===== config.mk =====
export PLATFORM = sky130hd
export DESIGN_NAME = mul_seq
export DESIGN_NICKNAME = d
export VERILOG_FILES = /design/src/rtl/mul_seq_pkg.sv /design/src/rtl/mul16.sv /design/src/rtl/mul_seq.sv
export SDC_FILE = /design/constraint.sdc
export NUM_CORES = 1
export LEC_CHECK = 0
export ABC_AREA = 1
export CAP_MARGIN = 30
export CORE_ASPECT_RATIO = 1.75
export CORE_MARGIN = 4
export CORE_UTILIZATION = 40
export DETAILED_ROUTE_END_ITERATION = 8
export GPL_TIMING_DRIVEN = 0
export SYNTH_ARGS = -nofsm -noshare
export SYNTH_HDL_FRONTEND = slang
export SYNTH_SLANG_ARGS = --single-unit

===== constraint.sdc =====
create_clock -name clock -period 8.5 [get_ports clock]
set_input_delay 0.85 -clock clock [delete_from_list [all_inputs] [get_ports clock]]
set_output_delay 0.85 -clock clock [all_outputs]
set_load 0.02 [all_outputs]

===== src/rtl/mul_seq_pkg.sv =====
// Shared types and constants for the sequenced 32x32 signed multiplier.
// Optional build macro: MUL_SEQ_EARLY_OUT_EN (skip partial products whose
// operand half is zero).
package mul_seq_pkg;

  localparam int HALF_W = 16;
  localparam int WORD_W = 32;
  localparam int ACC_W  = 64;

  // IDLE waits for operands, P0..P3 accumulate one partial product each,
  // FIX applies the sign, DONE presents the result until it is taken.
  typedef enum logic [2:0] {
    IDLE = 3'd0,
    P0   = 3'd1,
    P1   = 3'd2,
    P2   = 3'd3,
    P3   = 3'd4,
    FIX  = 3'd5,
    DONE = 3'd6
  } state_t;

  // Left shift applied to each partial product, indexed by P-state number:
  // al*bl at 0, ah*bl at 16, al*bh at 16, ah*bh at 32.
  localparam logic [5:0] P_SHIFT [0:3] = '{6'd0, 6'd16, 6'd16, 6'd32};

  // Unsigned magnitude of a two's complement word; the most negative value
  // maps to 0x8000_0000, which is exactly its magnitude as an unsigned number.
  function automatic logic [WORD_W-1:0] magnitude(input logic [WORD_W-1:0] v);
    return v[WORD_W-1] ? (~v + WORD_W'(1)) : v;
  endfunction

endpackage


===== src/rtl/mul16.sv =====
// Combinational 16x16 unsigned multiplier shared by the sequenced unit.
module mul16 (
  input  logic [15:0] a,
  input  logic [15:0] b,
  output logic [31:0] p
);

  assign p = a * b;

endmodule


===== src/rtl/mul_seq.sv =====
// Sequenced signed 32x32 multiplier: one mul16 is time-multiplexed over four
// partial products that accumulate into a 64-bit register, then the sign is
// applied and the low word plus a signed-overflow flag are presented.
// Handshake: a transfer happens on a rising clock edge where valid and ready
// are both high; in_ready is high only in IDLE, and out_valid/out_result/
// out_overflow hold steady from DONE entry until out_ready is seen.
// Optional build macro: MUL_SEQ_EARLY_OUT_EN.
module mul_seq
  import mul_seq_pkg::*;
(
  input  logic              clock,
  input  logic              reset_n,
  input  logic              in_valid,
  output logic              in_ready,
  input  logic [WORD_W-1:0] in_a,
  input  logic [WORD_W-1:0] in_b,
  output logic              out_valid,
  input  logic              out_ready,
  output logic [WORD_W-1:0] out_result,
  output logic              out_overflow,
  output logic              busy,
  output state_t            dbg_state
);

  state_t              state_q, state_d;
  logic [WORD_W-1:0]   a_mag_q, a_mag_d;
  logic [WORD_W-1:0]   b_mag_q, b_mag_d;
  logic                neg_q, neg_d;
  logic [ACC_W-1:0]    acc_q, acc_d;
  logic [WORD_W-1:0]   result_q, result_d;
  logic                ovf_q, ovf_d;

  logic [1:0]          p_idx;
  logic [HALF_W-1:0]   mul_a;
  logic [HALF_W-1:0]   mul_b;
  logic [2*HALF_W-1:0] prod;
  logic [ACC_W-1:0]    partial;
  logic [ACC_W-1:0]    acc_fix;
  logic [3:1]          skip;

`ifdef MUL_SEQ_EARLY_OUT_EN
  logic                zh_a_q, zh_a_d;
  logic                zh_b_q, zh_b_d;

  // A zero upper half makes every partial product using it zero.
  assign skip = {zh_a_q | zh_b_q, zh_b_q, zh_a_q};
`else
  assign skip = 3'b000;
`endif

  // Select the operand halves for the partial product of the current P state.
  always_comb begin
    p_idx = 2'd0;
    case (state_q)
      P1:      p_idx = 2'd1;
      P2:      p_idx = 2'd2;
      P3:      p_idx = 2'd3;
      default: p_idx = 2'd0;
    endcase
    mul_a = p_idx[0] ? a_mag_q[WORD_W-1:HALF_W] : a_mag_q[HALF_W-1:0];
    mul_b = p_idx[1] ? b_mag_q[WORD_W-1:HALF_W] : b_mag_q[HALF_W-1:0];
  end

  mul16 u_mul16 (
    .a (mul_a),
    .b (mul_b),
    .p (prod)
  );

  // Next-state, accumulate, sign-fix and result capture.
  always_comb begin
    state_d  = state_q;
    a_mag_d  = a_mag_q;
    b_mag_d  = b_mag_q;
    neg_d    = neg_q;
    acc_d    = acc_q;
    result_d = result_q;
    ovf_d    = ovf_q;
`ifdef MUL_SEQ_EARLY_OUT_EN
    zh_a_d   = zh_a_q;
    zh_b_d   = zh_b_q;
`endif
    partial  = {{(ACC_W-2*HALF_W){1'b0}}, prod} << P_SHIFT[p_idx];
    acc_fix  = neg_q ? (~acc_q + ACC_W'(1)) : acc_q;

    case (state_q)
      IDLE: begin
        if (in_valid) begin
          a_mag_d = magnitude(in_a);
          b_mag_d = magnitude(in_b);
          neg_d   = in_a[WORD_W-1] ^ in_b[WORD_W-1];
          acc_d   = '0;
`ifdef MUL_SEQ_EARLY_OUT_EN
          zh_a_d  = (a_mag_d[WORD_W-1:HALF_W] == '0);
          zh_b_d  = (b_mag_d[WORD_W-1:HALF_W] == '0);
`endif
          state_d = P0;
        end
      end
      P0: begin
        acc_d = acc_q + partial;
        if (!skip[1])      state_d = P1;
        else if (!skip[2]) state_d = P2;
        else if (!skip[3]) state_d = P3;
        else               state_d = FIX;
      end
      P1: begin
        acc_d = acc_q + partial;
        if (!skip[2])      state_d = P2;
        else if (!skip[3]) state_d = P3;
        else               state_d = FIX;
      end
      P2: begin
        acc_d = acc_q + partial;
        if (!skip[3]) state_d = P3;
        else          state_d = FIX;
      end
      P3: begin
        acc_d   = acc_q + partial;
        state_d = FIX;
      end
      FIX: begin
        // Overflow unless bits 63..31 are a pure sign extension.
        acc_d    = acc_fix;
        result_d = acc_fix[WORD_W-1:0];
        ovf_d    = !((&acc_fix[ACC_W-1:WORD_W-1]) || (~|acc_fix[ACC_W-1:WORD_W-1]));
        state_d  = DONE;
      end
      DONE: begin
        if (out_ready) state_d = IDLE;
      end
      default: state_d = IDLE;
    endcase
  end

  // State and datapath registers; reset discards any operation in flight.
  always_ff @(posedge clock or negedge reset_n) begin
    if (!reset_n) begin
      state_q  <= IDLE;
      a_mag_q  <= '0;
      b_mag_q  <= '0;
      neg_q    <= 1'b0;
      acc_q    <= '0;
      result_q <= '0;
      ovf_q    <= 1'b0;
`ifdef MUL_SEQ_EARLY_OUT_EN
      zh_a_q   <= 1'b0;
      zh_b_q   <= 1'b0;
`endif
    end else begin
      state_q  <= state_d;
      a_mag_q  <= a_mag_d;
      b_mag_q  <= b_mag_d;
      neg_q    <= neg_d;
      acc_q    <= acc_d;
      result_q <= result_d;
      ovf_q    <= ovf_d;
`ifdef MUL_SEQ_EARLY_OUT_EN
      zh_a_q   <= zh_a_d;
      zh_b_q   <= zh_b_d;
`endif
    end
  end

  assign in_ready     = (state_q == IDLE);
  assign out_valid    = (state_q == DONE);
  assign busy         = (state_q != IDLE);
  assign out_result   = result_q;
  assign out_overflow = ovf_q;
  assign dbg_state    = state_q;

endmodule

# ---- Word-level counts from Yosys, hierarchy flattened
# Index checks and enable logic that the tools add are counted.
# Widths: inputs -> output; s select.
dict set report classes {
  n_addsub 4
  multipliers 1
  order_cmp 1
  eq_ne 8
  shift 1
  muxes 14
  n_bitwise 5
  n_reduce_logical 12
}
# operator count
set ops {}
lappend ops {{$pmux 64 s3} 1}
lappend ops {{$mux 64} 2}
lappend ops {{$add 32x1->32 const B} 2}
lappend ops {{$add 64x1->64 const B} 1}
lappend ops {{$add 64x64->64} 1}
lappend ops {{$mux 32} 2}
lappend ops {{$not 32->32} 2}
lappend ops {{$not 64->64} 1}
lappend ops {{$shl 32x6->64} 1}
lappend ops {{$reduce_and 33->1} 1}
lappend ops {{$reduce_or 33->1} 1}
lappend ops {{$mul 16x16->32} 1}
lappend ops {{$mux 16} 2}
lappend ops {{$pmux 3 s7} 1}
lappend ops {{$bmux 6 s2} 1}
lappend ops {{$mux 6} 2}
lappend ops {{$eq 3x3->1 const B} 3}
lappend ops {{$eq 3x2->1 const B} 2}
lappend ops {{$mux 3} 2}
lappend ops {{$pmux 2 s3} 1}
lappend ops {{$reduce_and 2->1} 3}
lappend ops {{$reduce_bool 3->1} 2}
lappend ops {{$reduce_or 4->1} 1}
lappend ops {{$eq 3x1->1 const B} 1}
lappend ops {{other kinds (8)} 9}
dict set report totals {
  regBits 165
  inputBits 68
  out_inout_bits 39
  wordCells 53
}

# ---- Longest topological paths before layout
# Gate-level depths: netlist (run 1).
dict set report logic_depth {
  depth_word 9
  ltp_mapped 52
  depth_no_buf 51
}

# ---- Hierarchy
# Synthesis (run 1) repeated with hierarchy kept, for this count alone.
dict set report hier_totals {
  cells_unflattened 4093
  area_unflattened_um2 25682.1
}
# mod n_inst cells_per_inst area_per_inst_um2 seq_area_each_um2
set modules_own_cells {}
lappend modules_own_cells {mul_seq 1 2718 16224.3 4129.0}
lappend modules_own_cells {mul16 1 1375 9457.8 0.0}

# ---- Least setup slack after synthesis (run 1)
# Ideal clock, no wire load.
dict set report synth_path {
  path_type {reg2reg}
  from {reg state_q[1], in the netlist dbg_state[1]}
  to {reg acc_q[50]}
  setup_time_ps 125
  arrival_time_ps 8047
  required_time_ps 8375
  path_slack_ps 328
  stages_incl_launch_ff 44
  n_path_buf 2
  period_less_slack_ps 8172
  path_cell_list {dfrtp_1 -> nor2_1 -> nand2_1 -> nand2_1 -> buf_2 -> nand2_1 -> o21ai_1 -> clkbuf_1 -> nand2_1 -> fa_1 -> inv_1 -> fa_1 -> inv_1 -> fa_1 -> inv_1 -> fa_1 -> fa_1 -> inv_1 -> (+8 left out) -> o21ai_1 -> nand2_1 -> nand2_1 -> nand2_1 -> nand2_1 -> nand2_1 -> o21ai_1 -> nor2_1 -> ha_1 -> a21oi_1 -> o21ai_0 -> a21oi_1 -> o21ai_0 -> a211oi_1 -> nand2_1 -> or2_2 -> nand3_1 -> nand3_1}
}
dict set report synth_between {
  elab_chain_cells 9
  word_cells_on_any_way 21
  cone_classes {add/sub (1); mul (1); eq/ne (6); shift (1); mux (7); bitwise (1); reduce/logical (4)}
}
# element line
set synth_lines {}
lappend synth_lines {{start, declared} mul_seq.sv:25} ;# state_t state_q, state_d;
lappend synth_lines {{start signal, assigned} mul_seq.sv:151} ;# state_q <= state_d;
lappend synth_lines {{branches (longest 9 deep; another with $add 64x64->64)} n/a}
lappend synth_lines {{end signal, assigned} mul_seq.sv:143} ;# acc_q <= '0;
lappend synth_lines {{end signal, assigned} mul_seq.sv:155} ;# acc_q <= acc_d;
lappend synth_lines {{end, declared} mul_seq.sv:29} ;# logic [ACC_W-1:0] acc_q, acc_d;
# Several ways; the timed one is not identified. The select of a mux whose other input is x is not followed.
# A chain may end at the register's enable or synchronous reset.

# ---- Final worst setup path (run 1)
dict set report layout_path {
  from {reg state_q[0], in the netlist dbg_state[0]}
  to {reg acc_q[44]}
}
# The elaborated chain is that of the path after synthesis.

==> results of run 1 <==
## synth_stat cells (all sizes together)
library cell  number  area [µm²]
a211oi             4        30.0
a21boi             7        52.6
a21o              17         128
a21oi            185         930
a221oi             1        8.76
a31o               1        8.76
a31oi             15        93.8
and2               1        6.26
buf               18        83.8
clkbuf            74         278
clkinv             7        26.3
dfrtp            165        4130
fa               195        3900
ha               171        2140
inv              571        2140
mux2i              2        20.0
nand2           1063        4030
nand3            220        1130
nand3b            13        97.6
nand4             32         236
nor2             579        2250
nor3              31         203
nor4              10        62.6
o2111ai            3        26.3
o211a              1        10.0
o211ai            21         158
o21a              13        97.6
o21ai            243        1280
o21bai            19         143
o221a              1        11.3
o221ai             1        8.76
o22ai              6        37.5
o311ai             3        26.3
o31a               1        8.76
o31ai             10        75.1
o41ai              4        35.0
or2               30         188
xnor2             30         263
xor2              42         368
## cell type report
type	count	area, µm²
fillers	5915	28300
multi-input cells	2975	21000
flip-flops and latches	165	4130
repair buffers	336	3270
inverters	578	2210
well taps	793	992
plain buffers	92	716
clock buffers	19	443
clock inverters	13	160
## worst max-delay path: cells and delay by family (launching register included)
family | cells | cell delay (ns)
xor+xnor | 1 | 0.22
flops | 1 | 0.48
fa+ha+maj | 8 | 3.75
buf+inv | 9 | 0.81
compound gates | 6 | 0.75
simple gates | 18 | 2.35
## per-layer routing
layer / global-route usage / part of all wire
met5: 0 / 0
met2: 0.615 / 0.51
met3: 0.0410 / 0.045
met4: 0.335 / 0.13
met1: 0.302 / 0.31
## logic make-up (layout without fill, tap and decap cells)
group	Yosys count	count (layout)	synth area share
simple gates	1979	1979	0.332
mux	2	2	0.000810
xor+xnor	72	72	0.0255
compound gates	556	556	0.128
flops	165	165	0.167
fa+ha+maj	366	366	0.244
buf+inv	670	1038	0.102
## metrics by stage
step	setup WS [ns]	instance area (µm²)	hold WS, ns	std cells	setup TNS [ns]
6_report	-0.0310	32900	0.355	4971	-0.0526
5_1_grt	-0.277	32900	0.396	4971	-5.79
4_1_cts	-0.00196	30500	0.373	4885	-0.00353
3_5_place_dp	-2.41	26900	0.466	4722	-85.64
3_3_place_gp	-2.76	26800	0.465	4709	-196.13
2_1_floorplan	0.328	24700	0.446	3810	0
## flip-flops by register name, summed over array words and instances, names as in the netlist
register and flops:
out_overflow 1, dbg_state 3, b_mag_q 32, acc_q 64
neg_q 1, a_mag_q 32, out_result 32
## how the worst max path moves through the flow
stage | from | end | slack [ns] | depth (start not counted)
final | dbg_state[0] | acc_q[44] | -0.03 | 42
after global placement | dbg_state[0] | acc_q[44] | -2.76 | 34
after floorplan | dbg_state[1] | acc_q[50] | 0.33 | 43
after detailed placement | dbg_state[0] | acc_q[44] | -2.41 | 35
after global routing | dbg_state[1] | acc_q[42] | -0.28 | 40
after CTS | dbg_state[1] | acc_q[44] | -0.002 | 39
## repair_timing
action / 4_1_cts / 5_1_grt
resized for setup: 492 / 450
pin swaps: 142 / 161
cloned: 4 / 2
buffers inserted: 127 / 85
setup endpoints to repair: 53 / 47
==> impl_metrics.env, run 1 <==
export IMPL_final_util=0.538
export IMPL_antenna_found_initial=0
export IMPL_failed_checks="setup timing"
export IMPL_root_buffer="clkbuf_16"
export IMPL_clock_latency_ns=0.48
export IMPL_synth_cell_type_count=59
export IMPL_rr_endpoint="acc_q[44]"
export IMPL_synthCells=3810
export IMPL_portBuffers=106
export IMPL_fmax_mhz=117
export IMPL_place_hpwl_um=91900
export IMPL_fin_skew_ns=0.0236
export IMPL_yosysWarnings=0
export IMPL_hold_viol_final=0
export IMPL_drcViolationCount=0
export IMPL_core_mm2=0.0613
export IMPL_synth_seq_cells=165
export IMPL_timing_final_ws_setup_ns=-0.0310
export IMPL_layout_common_cells="nand2_1 (965), inv_1 (506), nor2_1 (449)"
export IMPL_vias_per_cell=5.49
export IMPL_rows=120
export IMPL_path_clk_slew_ns=0.08
export IMPL_drt_iter0_drc=2010
export IMPL_syn_nets=4244
export IMPL_worstPathMaxFanout=8
export IMPL_area_growth_pct=33.3
export IMPL_cpPeakStageDelay_ns=0.58
export IMPL_overflow=0
export IMPL_die_height_um=337
export IMPL_clock_sinks=165
export IMPL_io_pins=107
export IMPL_grt_pass1_wl_um=164000
export IMPL_ff2ff_setup_slack_ns=-0.03
export IMPL_clockBufferDepth=2
export IMPL_wirelength_um=115000
export IMPL_finalMaxSlewViolations=0
export IMPL_startpoint_type="flop"
export IMPL_setup_viol=2
export IMPL_grt_pass1_vias=27700
export IMPL_worst_slew_pin_transition_ns=1.03
export IMPL_hp_class="input port to asynchronous set/reset pin"
export IMPL_die_area_mm2=0.0660
export IMPL_post_drt_wl_per_cell_um=23.1
export IMPL_holdBufCountCts=0
export IMPL_nets=4599
export IMPL_endpoint_kind="flop"
export IMPL_groute_usage_overall=0.333
export IMPL_fp_dieW_um=196
export IMPL_htreeDepth=4
export IMPL_critPathArrivalTime_ns=8.84
export IMPL_fin_crit_ns=8.53
export IMPL_r2r_cells=42
export IMPL_final_common_cell="nand2_1"
export IMPL_antenna_cells=0
export IMPL_relSlewSlack=0.313
export IMPL_yosysSeqAreaShare=0.167
export IMPL_drive_above_1_share=0.218
export IMPL_cp_required_ns=8.81
export IMPL_netlist_area_mm2=0.0247
export IMPL_cts_tree="done"
export IMPL_r2r_start="dbg_state[0]"
export IMPL_start_util=0.404
export IMPL_numCtsBuffers=17
export IMPL_finalCritPeriodShare=1.00
export IMPL_syn_area_per_cell_um2=6.49
export IMPL_num_vias=27300
export IMPL_grt_max_degree=84
export IMPL_critical_path_class="flop to flop"
export IMPL_status="finished, violations left"
export IMPL_maxCapViolCount=0
export IMPL_rsz0062_at_grt="yes"
export IMPL_routabilityCongestion=1.08
export IMPL_antenna_left=0
export IMPL_cpMaxStageDelayCell="fa_1"
export IMPL_firstDrtPassIters=6
Power of run 1 is not shown: default switching activity piles up to over one toggle a cycle in this logic, so the estimate is an artifact.
==> run 2: changes to the inputs <==
CORE_MARGIN = 2   (was 4)
TNS_END_PERCENT = 1   (was unset)
==> run 2 against run 1 <==
The flow still finishes with violations (setup timing). Worst hold slack got worse by 0.093 ns. Maximum frequency decreased by 1.0%. First-iteration DRC count decreased by 10%. Clock skew about the same. Utilization decreased by 0.20 points. Register-to-register slack got worse by 0.09 ns. Routed wire length increased by 5.7%. Non-clock buffer count decreased by 15. Critical endpoint unchanged. Highest routed layer is now met5.
==> impl_metrics.env, run 2 (synthesized netlist as in run 1, its figures left out) <==
export IMPL_wirelength_um=121000
export IMPL_cts_tree="done"
export IMPL_dp_cells=4722
export IMPL_grt_max_degree=112
export IMPL_seq_area_mm2=0.00413
export IMPL_vias_per_cell=5.54
export IMPL_status="finished, violations left"
export IMPL_rows=120
export IMPL_failed_checks="setup timing"
export IMPL_use_met1=0.329
export IMPL_antenna_left=0
export IMPL_relSlewSlack=0.151
export IMPL_grt_busiest_layer="met2"
export IMPL_maxCapViolCount=0
export IMPL_hp_class="input port to asynchronous set/reset pin"
export IMPL_portBuffers=106
export IMPL_routabilityCongestion=1.08
export IMPL_worst_slew_pin_transition_ns=1.27
export IMPL_drt_iter0_drc=1809
export IMPL_area_growth_pct=32.4
export IMPL_fin_skew_ns=0.0233
export IMPL_hold_viol_final=0
export IMPL_place_hpwl_um=97300
export IMPL_clock_sinks=165
export IMPL_core_mm2=0.0611
export IMPL_cpMaxStageDelayCell="fa_1"
export IMPL_clock_latency_ns=0.48
export IMPL_holdWs_ns=0.262
export IMPL_fp_dieW_um=192
export IMPL_die_area_mm2=0.0639
export IMPL_use_met3=0.0610
export IMPL_path_clk_slew_ns=0.08
export IMPL_nets=4584
export IMPL_grt_pass1_vias=27900
export IMPL_startpoint_type="flop"
export IMPL_top_register="acc_q"
export IMPL_overflow=0
export IMPL_fin_crit_ns=8.62
export IMPL_fmax_mhz=116
export IMPL_post_drt_wl_per_cell_um=24.5
export IMPL_holdBufCountCts=0
export IMPL_endpoint_kind="flop"
export IMPL_setup_tns_ns=-0.596
export IMPL_num_vias=27500
export IMPL_drive_above_1_share=0.213
export IMPL_layout_common_cells="nand2_1 (971), inv_1 (506), nor2_1 (450)"
export IMPL_largest_register_ffs=64
export IMPL_stdcell_count=4957
export IMPL_worstPathMaxFanout=7
export IMPL_io_pins=107
export IMPL_clockBufferDepth=2
export IMPL_htreeDepth=4
export IMPL_groute_usage_overall=0.377
export IMPL_multi_input_area_mm2=0.0210
export IMPL_critPathArrivalTime_ns=9.00
export IMPL_met2_usage=0.675
export IMPL_drcViolationCount=0
export IMPL_numCtsBuffers=17
export IMPL_cp_required_ns=8.88
export IMPL_die_height_um=333
export IMPL_antenna_found_initial=1
export IMPL_setup_viol=15
export IMPL_finalMaxSlewViolations=0
export IMPL_root_buffer="clkbuf_16"
export IMPL_final_common_cell="nand2_1"
export IMPL_grt_pass1_wl_um=172000
export IMPL_crit_top_cell="fa_1"
export IMPL_cpPeakStageDelay_ns=0.57
export IMPL_rsz0062_at_grt="yes"
export IMPL_timing_final_ws_setup_ns=-0.121
export IMPL_start_util=0.405
export IMPL_fill_cells=6074
export IMPL_critical_path_class="flop to flop"
export IMPL_firstDrtPassIters=7
export IMPL_finalCritPeriodShare=1.01
export IMPL_final_util=0.536
-- run 2: layout make-up --
cell class                      count  area share
Antenna cell                        1   0.0000764
Clock inverter                     15     0.00565
Multi-Input combinational cell   2975       0.642
Inverter                          578      0.0684
Clock buffer                       17      0.0130
Timing Repair Buffer              323      0.0938
Tap cell                          793      0.0303
Buffer                             90      0.0208
Sequential cell                   165       0.126
-- run 2: worst paths after layout --
path / cells past startpoint / start / slack (ns) / end
max: 39 / dbg_state[0] / -0.12 / acc_q[44]
min: 1 / reset_n / 0.26 / b_mag_q[27]
max reg2reg: 39 / dbg_state[0] / -0.12 / acc_q[44]
min reg2reg: 2 / out_result[23] / 0.48 / out_result[23]
max in group asynchronous: 2 / reset_n / 7.20 / acc_q[57]
min in group clock: 2 / out_result[23] / 0.48 / out_result[23]
-- run 2: worst max-delay path, delay by kind of cell, from the launching register on --
kind            cells  cell delay [ns]
fa+ha+maj           8             3.52
compound gates     12             2.33
simple gates        9             1.15
buf+inv             9             0.84
flops               1             0.48
xor+xnor            1             0.18
-- run 2: layer usage --
layer / wire length, µm / vias up
li1: - / 12800
met2: 61600 / 1112
met3: 6500 / 594
met1: 35800 / 13000
met5: 11 / -
met4: 17300 / 2
-- run 2: timing repair --
action | in CTS | in global routing
resized for setup | 479 | 447
gates cloned | 2 | 7
setup buffers | 110 | 87
pin swaps | 106 | 214
setup endpoints to repair | 54 | 50
-- run 2: per-stage QoR --
step / area, µm² / setup slack (ns)
2_1_floorplan: 24700 / 0.328
3_3_place_gp: 26800 / -3.23
3_5_place_dp: 26900 / -2.67
4_1_cts: 30200 / -0.150
5_1_grt: 32700 / -0.367
6_report: 32700 / -0.121
Power of run 2 is left out for the same reason.
==> run 3: changes to the inputs <==
ABC_AREA = unset   (was 1)
==> run 3 against run 2 <==
The run still ends with setup timing left. Sequential share of layout area grew 2.5 points. Final cell count shrank 25%. Clock-buffer cell count is the same. First-iteration DRC count shrank 31%. Critical path depth grew 4. Non-clock buffer count shrank 74. Die area shrank 8.9%. Critical path type unchanged.
==> impl_metrics.env, run 3 <==
export IMPL_status="finished, violations left"
export IMPL_failed_checks="setup timing"
export IMPL_numCtsBuffers=17
export IMPL_startpoint_type="flop"
export IMPL_top_register="acc_q"
export IMPL_holdBufCountCts=0
export IMPL_fin_skew_ns=0.0183
export IMPL_finalMaxSlewViolations=0
export IMPL_rr_endpoint="acc_q[61]"
export IMPL_cp_required_ns=8.88
export IMPL_drive_above_1_share=0.128
export IMPL_grt_max_degree=96
export IMPL_portBuffers=106
export IMPL_rsz0062_at_grt="yes"
export IMPL_grt_pass1_vias=23000
export IMPL_netlist_area_mm2=0.0225
export IMPL_synth_seq_cells=165
export IMPL_cpMaxStageDelayCell="fa_1"
export IMPL_synth_cell_type_count=80
export IMPL_fmax_mhz=94.2
export IMPL_rows=115
export IMPL_start_util=0.402
export IMPL_use_met1=0.266
export IMPL_met2_usage=0.588
export IMPL_holdWs_ns=0.271
export IMPL_yosysWarnings=0
export IMPL_drt_iter0_drc=1247
export IMPL_synth_top_area_share=0.184
export IMPL_setup_viol=48
export IMPL_die_area_mm2=0.0582
export IMPL_largest_register_ffs=64
export IMPL_clock_latency_ns=0.49
export IMPL_r2r_start="dbg_state[2]"
export IMPL_fp_dieW_um=183
export IMPL_syn_area_per_cell_um2=8.13
export IMPL_yosysSeqAreaShare=0.184
export IMPL_yosysMostFrequentCell="nand2_1"
export IMPL_post_drt_wl_per_cell_um=24.3
export IMPL_root_buffer="clkbuf_16"
export IMPL_use_met3=0.0515
export IMPL_synth_edf_count=0
export IMPL_synthArstFlopShare=1.00
export IMPL_antenna_left=0
export IMPL_routabilityCongestion=1.04
export IMPL_core_mm2=0.0560
export IMPL_relSlewSlack=0.319
export IMPL_nets=3431
export IMPL_critical_path_class="flop to flop"
export IMPL_syn_nets=3202
export IMPL_finalCritPeriodShare=1.25
export IMPL_htreeDepth=4
export IMPL_maxCapViolCount=0
export IMPL_hold_viol_final=0
export IMPL_hp_class="input port to asynchronous set/reset pin"
export IMPL_timing_final_ws_setup_ns=-2.11
export IMPL_crit_top_cell="fa_1"
export IMPL_vias_per_cell=5.78
export IMPL_grt_busiest_layer="met2"
export IMPL_area_growth_pct=21.5
export IMPL_endpoint_kind="flop"
export IMPL_worstPathMaxFanout=7
export IMPL_num_vias=21500
export IMPL_firstDrtPassIters=8
export IMPL_clock_sinks=165
export IMPL_post_place_ws_ns=-4.01
export IMPL_cpPeakStageDelay_ns=0.55
export IMPL_groute_usage_overall=0.312
export IMPL_ys_top_cells_by_count="nand2_1 (412), inv_1 (262), o21ai_0 (248)"
export IMPL_path_clk_slew_ns=0.08
export IMPL_cts_tree="done"
export IMPL_clockBufferDepth=2
export IMPL_synth_top_cells_by_area="dfrtp_1 (18%), fa_1 (17%), ha_1 (9.5%), nand2_1 (6.9%), o21ai_0 (5.5%)"
export IMPL_io_pins=107
export IMPL_layout_common_cells="nand2_1 (409), inv_1 (259), o21ai_0 (229)"
export IMPL_grt_pass1_wl_um=135000
export IMPL_antenna_found_initial=0
export IMPL_placed_area_mm2=0.0250
export IMPL_fin_crit_ns=10.61
export IMPL_overflow=0
export IMPL_ys_flop_type="dfrtp_1"
export IMPL_final_common_cell="nand2_1"
export IMPL_place_hpwl_um=73600
export IMPL_critPathArrivalTime_ns=10.99
export IMPL_die_height_um=318
export IMPL_r2r_cells=43
export IMPL_worst_slew_pin_transition_ns=1.01
export IMPL_synthCells=2768
export IMPL_antenna_cells=0
export IMPL_wirelength_um=90200
export IMPL_design_area_mm2=0.0273
export IMPL_drcViolationCount=0
export IMPL_ff2ff_setup_slack_ns=-2.11
export IMPL_synth_top_area_cell="dfrtp_1"
[run 3: cell types whose count changed in the layout (fill, tap and decap cells not counted), sizes merged, moves of 27 or more]
cell    change
mux2       +34
a21oi      -71
mux2i      +43
xor2       +87
nand3     -188
inv       -299
nor2      -360
o31ai      +28
nand2     -651
xnor2      +45
buf       -107
a21o       +41
clkbuf     +33
or3        +27
[run 3: final cells by class]
cell class                      instances  area (µm²)
Clock buffer                           17         425
Inverter                              262         983
Multi-Input combinational cell       2212       17900
Tap cell                              702         878
Sequential cell                       165        4130
Timing Repair Buffer                  217        2130
Fill cell                            5416       28700
Clock inverter                         15         170
Buffer                                122         664
[run 3: worst max-delay path by stage]
stage	start	to	slack, ns	cells after the start
final	dbg_state[2]	acc_q[61]	-2.11	43
after CTS	dbg_state[1]	acc_q[62]	-2.09	43
after detailed placement	dbg_state[1]	acc_q[63]	-4.01	39
after global routing	dbg_state[2]	acc_q[62]	-2.40	43
after floorplan	dbg_state[1]	acc_q[61]	-1.36	42
after global placement	dbg_state[1]	acc_q[61]	-4.01	40
[run 3: layer usage]
metal  wire length (µm)  up-vias
met3               4140      369
li1                   -     9937
met4              10800        0
met2              47700      798
met1              27500    10400
met5                  0        -
[run 3: repair_timing]
action                                  4_1_cts  5_1_grt
endpoints found under the setup margin       50       49
resized for setup                           178       45
gates cloned                                  4        2
setup buffers                                72       25
pin swaps                                    57       47
[run 3: per-stage QoR]
stage	util	TNS, ns	std cells
finish	0.488	-58.01	3712
global route	0.488	-72.69	3712
CTS	0.481	-54.32	3687
detailed placement	0.447	-121.14	3585
global placement	0.445	-226.31	3576
floorplan	-	-24.04	2768
[run 3: cell families (layout without fill, tap and decap cells)]
| group | count (synthesis) | in the layout | synth area share |
|---|---|---|---|
| AOI/OAI and AO/OA | 632 | 632 | 0.176 |
| xor gates and xnor gates | 204 | 204 | 0.0794 |
| adders and majority gates | 366 | 366 | 0.269 |
| buffers and inverters | 392 | 633 | 0.0658 |
| DFF | 165 | 165 | 0.184 |
| muxes | 78 | 79 | 0.0366 |
| and+or+nand+nor | 931 | 931 | 0.190 |
[run 3: critical path: cells and delay by family, from the launching register on]
family	cells	cell delay, ns
multiplexers	2	0.55
XOR/XNOR	1	0.30
flip-flops	1	0.45
AND/OR/NAND/NOR	10	1.81
AO/OA/AOI/OAI	13	2.77
buffers and inverters	9	1.09
adder cells (fa/ha/maj)	8	3.51
Power of run 3 is left out for the same reason.
